--- config.mk ---
export PLATFORM = sky130hd
export DESIGN_NAME = pe_row_sequencer
export DESIGN_NICKNAME = d
export VERILOG_FILES = /design/src/rtl/pe_row_sequencer.sv
export SDC_FILE = /design/constraint.sdc
export NUM_CORES = 1
export LEC_CHECK = 0
export CELL_PAD_IN_SITES_DETAIL_PLACEMENT = 0
export CELL_PAD_IN_SITES_GLOBAL_PLACEMENT = 1
export CORE_AREA = 4 4 161 163
export DETAILED_ROUTE_END_ITERATION = 8
export DIE_AREA = 0 0 165 167
export GPL_TIMING_DRIVEN = 0
export PLACE_DENSITY_LB_ADDON = 0.2
export RECOVER_POWER = 50
export SLEW_MARGIN = 10
export SYNTH_ARGS = -nofsm -noshare
export SYNTH_HDL_FRONTEND = slang
export SYNTH_SLANG_ARGS = --single-unit
--- constraint.sdc ---
create_clock -name clk -period 5.3 [get_ports clk]
set_input_delay 1.06 -clock clk [delete_from_list [all_inputs] [get_ports clk]]
set_output_delay 1.06 -clock clk [all_outputs]
set_load 0.01 [all_outputs]
--- src/rtl/pe_row_sequencer.sv ---
// pe_row_sequencer: scratchpad and control stage for one PE MAC.
// Loads a filter row and an ifmap row, then steps the external MAC through a
// 1-D row convolution, accumulating each output onto a psum from the PE above.
module pe_row_sequencer #(
    parameter int unsigned DATA_WIDTH  = 16,
    parameter int unsigned PSUM_WIDTH  = 32,
    parameter int unsigned KERNEL_SIZE = 3,
    parameter int unsigned IFMAP_LEN   = 8
) (
    input  logic                  clk,
    input  logic                  reset,
    input  logic                  start,
    input  logic                  reuse_w,
    input  logic [DATA_WIDTH-1:0] w_data,
    input  logic                  w_valid,
    output logic                  w_ready,
    input  logic [DATA_WIDTH-1:0] act_data,
    input  logic                  act_valid,
    output logic                  act_ready,
    input  logic [DATA_WIDTH-1:0] psum_in_data,
    input  logic                  psum_in_valid,
    output logic                  psum_in_ready,
    output logic [DATA_WIDTH-1:0] psum_out_data,
    output logic                  psum_out_valid,
    input  logic                  psum_out_ready,
    output logic [DATA_WIDTH-1:0] mac_a,
    output logic [DATA_WIDTH-1:0] mac_w,
    output logic [DATA_WIDTH-1:0] mac_sum,
    output logic                  mac_en,
    input  logic [PSUM_WIDTH-1:0] mac_out,
    output logic                  done,
    output logic                  weights_valid
);

    localparam int unsigned NUM_OUT = IFMAP_LEN - KERNEL_SIZE + 1;
    localparam int unsigned KW      = (KERNEL_SIZE > 1) ? $clog2(KERNEL_SIZE) : 1;
    localparam int unsigned LW      = (IFMAP_LEN > 1) ? $clog2(IFMAP_LEN) : 1;

    typedef enum logic [2:0] {
        S_IDLE,
        S_LOAD_W,
        S_LOAD_A,
        S_WAIT_P,
        S_COMPUTE,
        S_DRAIN,
        S_OUTPUT
    } state_e;

    state_e                state_q;
    logic [KW-1:0]         w_cnt_q;
    logic [LW-1:0]         a_cnt_q;
    logic [LW-1:0]         j_q;
    logic [KW-1:0]         k_q;
    logic                  w_ready_q;
    logic                  act_ready_q;
    logic                  psum_in_ready_q;
    logic                  psum_out_valid_q;
    logic [DATA_WIDTH-1:0] psum_out_data_q;
    logic [DATA_WIDTH-1:0] mac_a_q;
    logic [DATA_WIDTH-1:0] mac_w_q;
    logic [DATA_WIDTH-1:0] mac_sum_q;
    logic                  mac_en_q;
    logic                  done_q;
    logic                  weights_valid_q;

    logic [DATA_WIDTH-1:0] w_spad [KERNEL_SIZE];
    logic [DATA_WIDTH-1:0] a_spad [IFMAP_LEN];

    // Upper MAC result bits are intentionally dropped (sums wrap at DATA_WIDTH).
    logic unused_mac_hi;
    assign unused_mac_hi = ^mac_out[PSUM_WIDTH-1:DATA_WIDTH];

    // Scratchpad writes; contents need no reset.
    always_ff @(posedge clk) begin
        if (w_ready_q && w_valid) begin
            w_spad[w_cnt_q] <= w_data;
        end
        if (act_ready_q && act_valid) begin
            a_spad[a_cnt_q] <= act_data;
        end
    end

    // Row sequencer FSM with registered handshake and MAC control outputs.
    always_ff @(posedge clk) begin
        if (reset) begin
            state_q          <= S_IDLE;
            w_cnt_q          <= '0;
            a_cnt_q          <= '0;
            j_q              <= '0;
            k_q              <= '0;
            w_ready_q        <= 1'b0;
            act_ready_q      <= 1'b0;
            psum_in_ready_q  <= 1'b0;
            psum_out_valid_q <= 1'b0;
            psum_out_data_q  <= '0;
            mac_a_q          <= '0;
            mac_w_q          <= '0;
            mac_sum_q        <= '0;
            mac_en_q         <= 1'b0;
            done_q           <= 1'b0;
            weights_valid_q  <= 1'b0;
        end else begin
            done_q <= 1'b0;
            case (state_q)
                S_IDLE: begin
                    if (start) begin
                        if (reuse_w && weights_valid_q) begin
                            state_q     <= S_LOAD_A;
                            act_ready_q <= 1'b1;
                            a_cnt_q     <= '0;
                        end else begin
                            state_q         <= S_LOAD_W;
                            w_ready_q       <= 1'b1;
                            w_cnt_q         <= '0;
                            weights_valid_q <= 1'b0;
                        end
                    end
                end
                S_LOAD_W: begin
                    if (w_valid) begin
                        if (w_cnt_q == KW'(KERNEL_SIZE - 1)) begin
                            weights_valid_q <= 1'b1;
                            w_ready_q       <= 1'b0;
                            act_ready_q     <= 1'b1;
                            a_cnt_q         <= '0;
                            state_q         <= S_LOAD_A;
                        end else begin
                            w_cnt_q <= w_cnt_q + KW'(1);
                        end
                    end
                end
                S_LOAD_A: begin
                    if (act_valid) begin
                        if (a_cnt_q == LW'(IFMAP_LEN - 1)) begin
                            act_ready_q     <= 1'b0;
                            psum_in_ready_q <= 1'b1;
                            j_q             <= '0;
                            state_q         <= S_WAIT_P;
                        end else begin
                            a_cnt_q <= a_cnt_q + LW'(1);
                        end
                    end
                end
                S_WAIT_P: begin
                    // First tap is presented on the cycle after the psum arrives.
                    if (psum_in_valid) begin
                        psum_in_ready_q <= 1'b0;
                        mac_sum_q       <= psum_in_data;
                        mac_a_q         <= a_spad[j_q];
                        mac_w_q         <= w_spad[0];
                        mac_en_q        <= 1'b1;
                        k_q             <= '0;
                        state_q         <= S_COMPUTE;
                    end
                end
                S_COMPUTE: begin
                    // Capture the sum actually presented so it holds once mac_en drops.
                    mac_sum_q <= mac_sum;
                    if (k_q == KW'(KERNEL_SIZE - 1)) begin
                        mac_en_q <= 1'b0;
                        state_q  <= S_DRAIN;
                    end else begin
                        k_q     <= k_q + KW'(1);
                        mac_a_q <= a_spad[j_q + LW'(k_q) + LW'(1)];
                        mac_w_q <= w_spad[k_q + KW'(1)];
                    end
                end
                S_DRAIN: begin
                    psum_out_data_q  <= mac_out[DATA_WIDTH-1:0];
                    psum_out_valid_q <= 1'b1;
                    state_q          <= S_OUTPUT;
                end
                S_OUTPUT: begin
                    if (psum_out_ready) begin
                        psum_out_valid_q <= 1'b0;
                        if (j_q == LW'(NUM_OUT - 1)) begin
                            done_q  <= 1'b1;
                            state_q <= S_IDLE;
                        end else begin
                            j_q             <= j_q + LW'(1);
                            psum_in_ready_q <= 1'b1;
                            state_q         <= S_WAIT_P;
                        end
                    end
                end
                default: begin
                    state_q <= S_IDLE;
                end
            endcase
        end
    end

    // Chained taks take the previous MAC result straight from the MAC register.
    assign mac_sum = (state_q == S_COMPUTE && k_q != '0) ? mac_out[DATA_WIDTH-1:0] : mac_sum_q;

    assign w_ready        = w_ready_q;
    assign act_ready      = act_ready_q;
    assign psum_in_ready  = psum_in_ready_q;
    assign psum_out_valid = psum_out_valid_q;
    assign psum_out_data  = psum_out_data_q;
    assign mac_a          = mac_a_q;
    assign mac_w          = mac_w_q;
    assign mac_en         = mac_en_q;
    assign done           = done_q;
    assign weights_valid  = weights_valid_q;

endmodule

==> out/results.ini <==
[cells_and_area]
count_of_nets_after_finishing = 1161
ratio_of_cells_with_drive_above_1_in_the_final_layout = 0.146
areaGrowthSynthToFinish_pct = 25.0
storage_cell_area_mm2 = 0.00703
multi_input_comb_area_mm2 = 0.00425
num-fill-cells = 1933
utilization = 0.597
fin_area_mm2 = 0.0145

[status]
status = finished, final reports clean

[logic_synthesis]
synth_top_family_by_area = compound AO/OA/AOI/OAI gates
synth_edf_count = 176
synth_most_common_cell = edfxtp_1
yosys.area_share.simple = 0.0906
count_of_synthesis_stage_warnings_from_yosys = 0
post_synth_inst_count = 882
synthDominantAreaCellType = edfxtp_1
netlist.area_leader.share = 0.455
synth_xor_area_frac = 0.00237
synth_top_cells_by_area = edfxtp_1 (45%), dfxtp_1 (15%), mux4_2 (8.1%)
ys_seq_area_frac = 0.605
ys_dominant_reg_cell = edfxtp_1
synth_fp_nets = 981
async_flop_share = 0
mappedNetlistArea_mm2 = 0.0116
post_synth_fa_ha_maj_area_fraction = 0.0125
syn_area_per_cell_um2 = 13.2
post_synth_num_cell_types = 67
synth-compound-area-share = 0.135
synth-seq-cells = 263
yosys-top-cells-count = edfxtp_1 (176), nand2_1 (145), dfxtp_1 (87)
yosys-mux-area-fraction = 0.125

[clock_network]
cts_hold_repair.buffers = 0
post_cts_resized = 0
insertion_delay_ps = 540
clk_root_buffer_cell = clkbuf_16
post-cts-setup-buffers = 0
htree_levels = 1
clock_tree_from_tritoncts = built
cts_bufs_inserted = 27
tritoncts_num_sinks = 263
cts.clk_slew.worst_paths_ps = 60
clockBufferDepth = 3

[detailed_routing]
route.detailed.drc = 0
vias_per_cell = 5.77
antenna_violating_nets_post_route = 0
detail_route.wirelength_um = 31400
drt-wirelength-per-cell_um = 22.3
initialDrtViolationCount = 591
detailroute.via_count = 8119
detailedRoute.firstPassIterationCount = 7

[global_routing]
globalRoute.totalOverflow = 0
grt_util_all_layers = 0.227
first_pass_grt_wire_length_um = 47900
number_of_antenna_violations_at_the_first_check_in_global_routing = 2
grt_start_max_net_pins = 17
first_global_vias = 8076

[sta]
worst-slew-pin-transition_ps = 1270
report.final.slew_viol_count = 0
report.final.setup_viol = 0
fin_crit_ps = 4920
setup-tns-final_ps = 0
relSlewSlack = 0.147
fmax_ghz = 0.203
grt_setup_unrepaired = no
fin_crit_sh = 0.928
fin_worst_skew_ps = 26.9
report.final.hold_viol_count = 0
fin_hold_ws_ps = 453

[hold_path]
hold_depth = 2
hp-class = reg2reg

[pwr]
power.leakage_nw = 4.95
vdd_ir_drop_max_uv = 423
power.density_mw_per_mm2 = 358

[floorplanning]
die_w_um = 165
top_level_ports = 159
core_area_mm2 = 0.0243
floorplan.die_area_mm2 = 0.0276
die_height_um = 167
initial_utilization = 0.478
std_cell_rows = 57

[critical_path]
start_kind = register
r2r_cells = 10
worst_setup_path_category = reg2out
critical_path.max_fanout = 12
timing.critical_path.to_type = output pin
timing.critical_path.arrival_ps = 3860
worst-endpoint-required_ps = 4240

[placed_design]
dp_hpwl_um = 21700
gp_congestion = 0.815
placedInstanceArea_mm2 = 0.0136
port_buffers = 141

[job]
maxcap_violations = 0

cell usage in the layout (no fill, tap or decap), types with 6 or more instances in the layout:
cell type and count:
edfxtp_1 176, nand2_1 145, clkdlybuf4s50_1 108, dfxtp_1 87, nor2_1 54, a21oi_1 49, clkbuf_1 44, mux4_2 42
mux2i_1 34, dlygate4sd3_1 33, clkbuf_16 27, buf_2 18, a31oi_1 18, a2bb2oi_1 16, a211oi_1 13, o21ai_1 13
o211ai_1 13, o21ai_0 12, a221oi_1 12, nor3_1 11, inv_1 10, a22oi_2 10, ha_1 10, o221a_2 8
a22oi_1 8, nand2b_1 7, o221a_1 7, bufinv_16 7, buf_6 6, mux4_1 6
worst paths after layout:
path,startpoint,to,slack (ps)
setup / recovery,k_q[0],mac_sum[4],380
hold / removal,mac_w[8],mac_w[8],450
setup reg to reg,k_q[0],mac_a[10],1290
hold reg to reg,mac_w[8],mac_w[8],450
metal layers:
layer / share of wire / GRT usage / up-vias
li1: - / - / 3754
met1: 0.41 / 0.309 / 4018
met2: 0.51 / 0.386 / 289
met3: 0.062 / 0.0324 / 56
met4: 0.019 / 0.0553 / 2
met5: 0.00041 / 0 / -
registers in the layout, indices dropped and copies added, names as in the netlist, named ones only:
register / cells
a_cnt_q: 3
a_spad: 128
act_ready: 1
done: 1
j_q: 3
k_q: 2
mac_a: 16
mac_en: 1
mac_sum_q: 16
mac_w: 16
psum_in_ready: 1
psum_out_data: 16
psum_out_valid: 1
state_q: 3
w_cnt_q: 2
w_ready: 1
w_spad: 48
weights_valid: 1
power breakdown:
group          switching, mW  leakage, nW  internal [mW]
combinational          0.411         2.18          0.325
clock                  0.773        0.481           1.32
sequential            0.0652         2.29           2.31
total                   1.25         4.95           3.95
cells by family (layout without fill, tap and decap cells):
| family | after synthesis | in the layout |
|---|---|---|
| other cells | 0 | 1 |
| xor+xnor | 1 | 1 |
| mux | 83 | 83 |
| buf+inv | 73 | 274 |
| fa+ha+maj | 11 | 11 |
| compound gates | 206 | 206 |
| simple gates | 245 | 245 |
| flops | 263 | 263 |
area by class of cell:
class	instances	area share
timing repair buffer	151	0.103
tap	324	0.0279
clock buffer	35	0.0507
multi-input combinational	546	0.293
buffer	62	0.0212
inverter	11	0.00284
clock inverter	15	0.0179
sequential	263	0.484
antenna	1	0.000172
worst max-delay path, cell delays in order (launching register included):
cell and delay, ps:
dfxtp_1 290, clkbuf_1 230, clkinv_1 240, clkbuf_1 560, ha_1 310, nand2b_1 130
clkbuf_1 330, clkbuf_1 480, nand2_1 110, nand2_1 100, clkdlybuf4s50_1 540
through the flow:
step	power [mW]	std cells	setup slack, ps
floorplan	2.82	882	2180
global placement	3.13	1347	814
detailed placement	3.15	1357	895
CTS	5.24	1407	332
global route	5.40	1408	76.8
finish	5.20	1408	380
(Power assumes the default switching activity.)
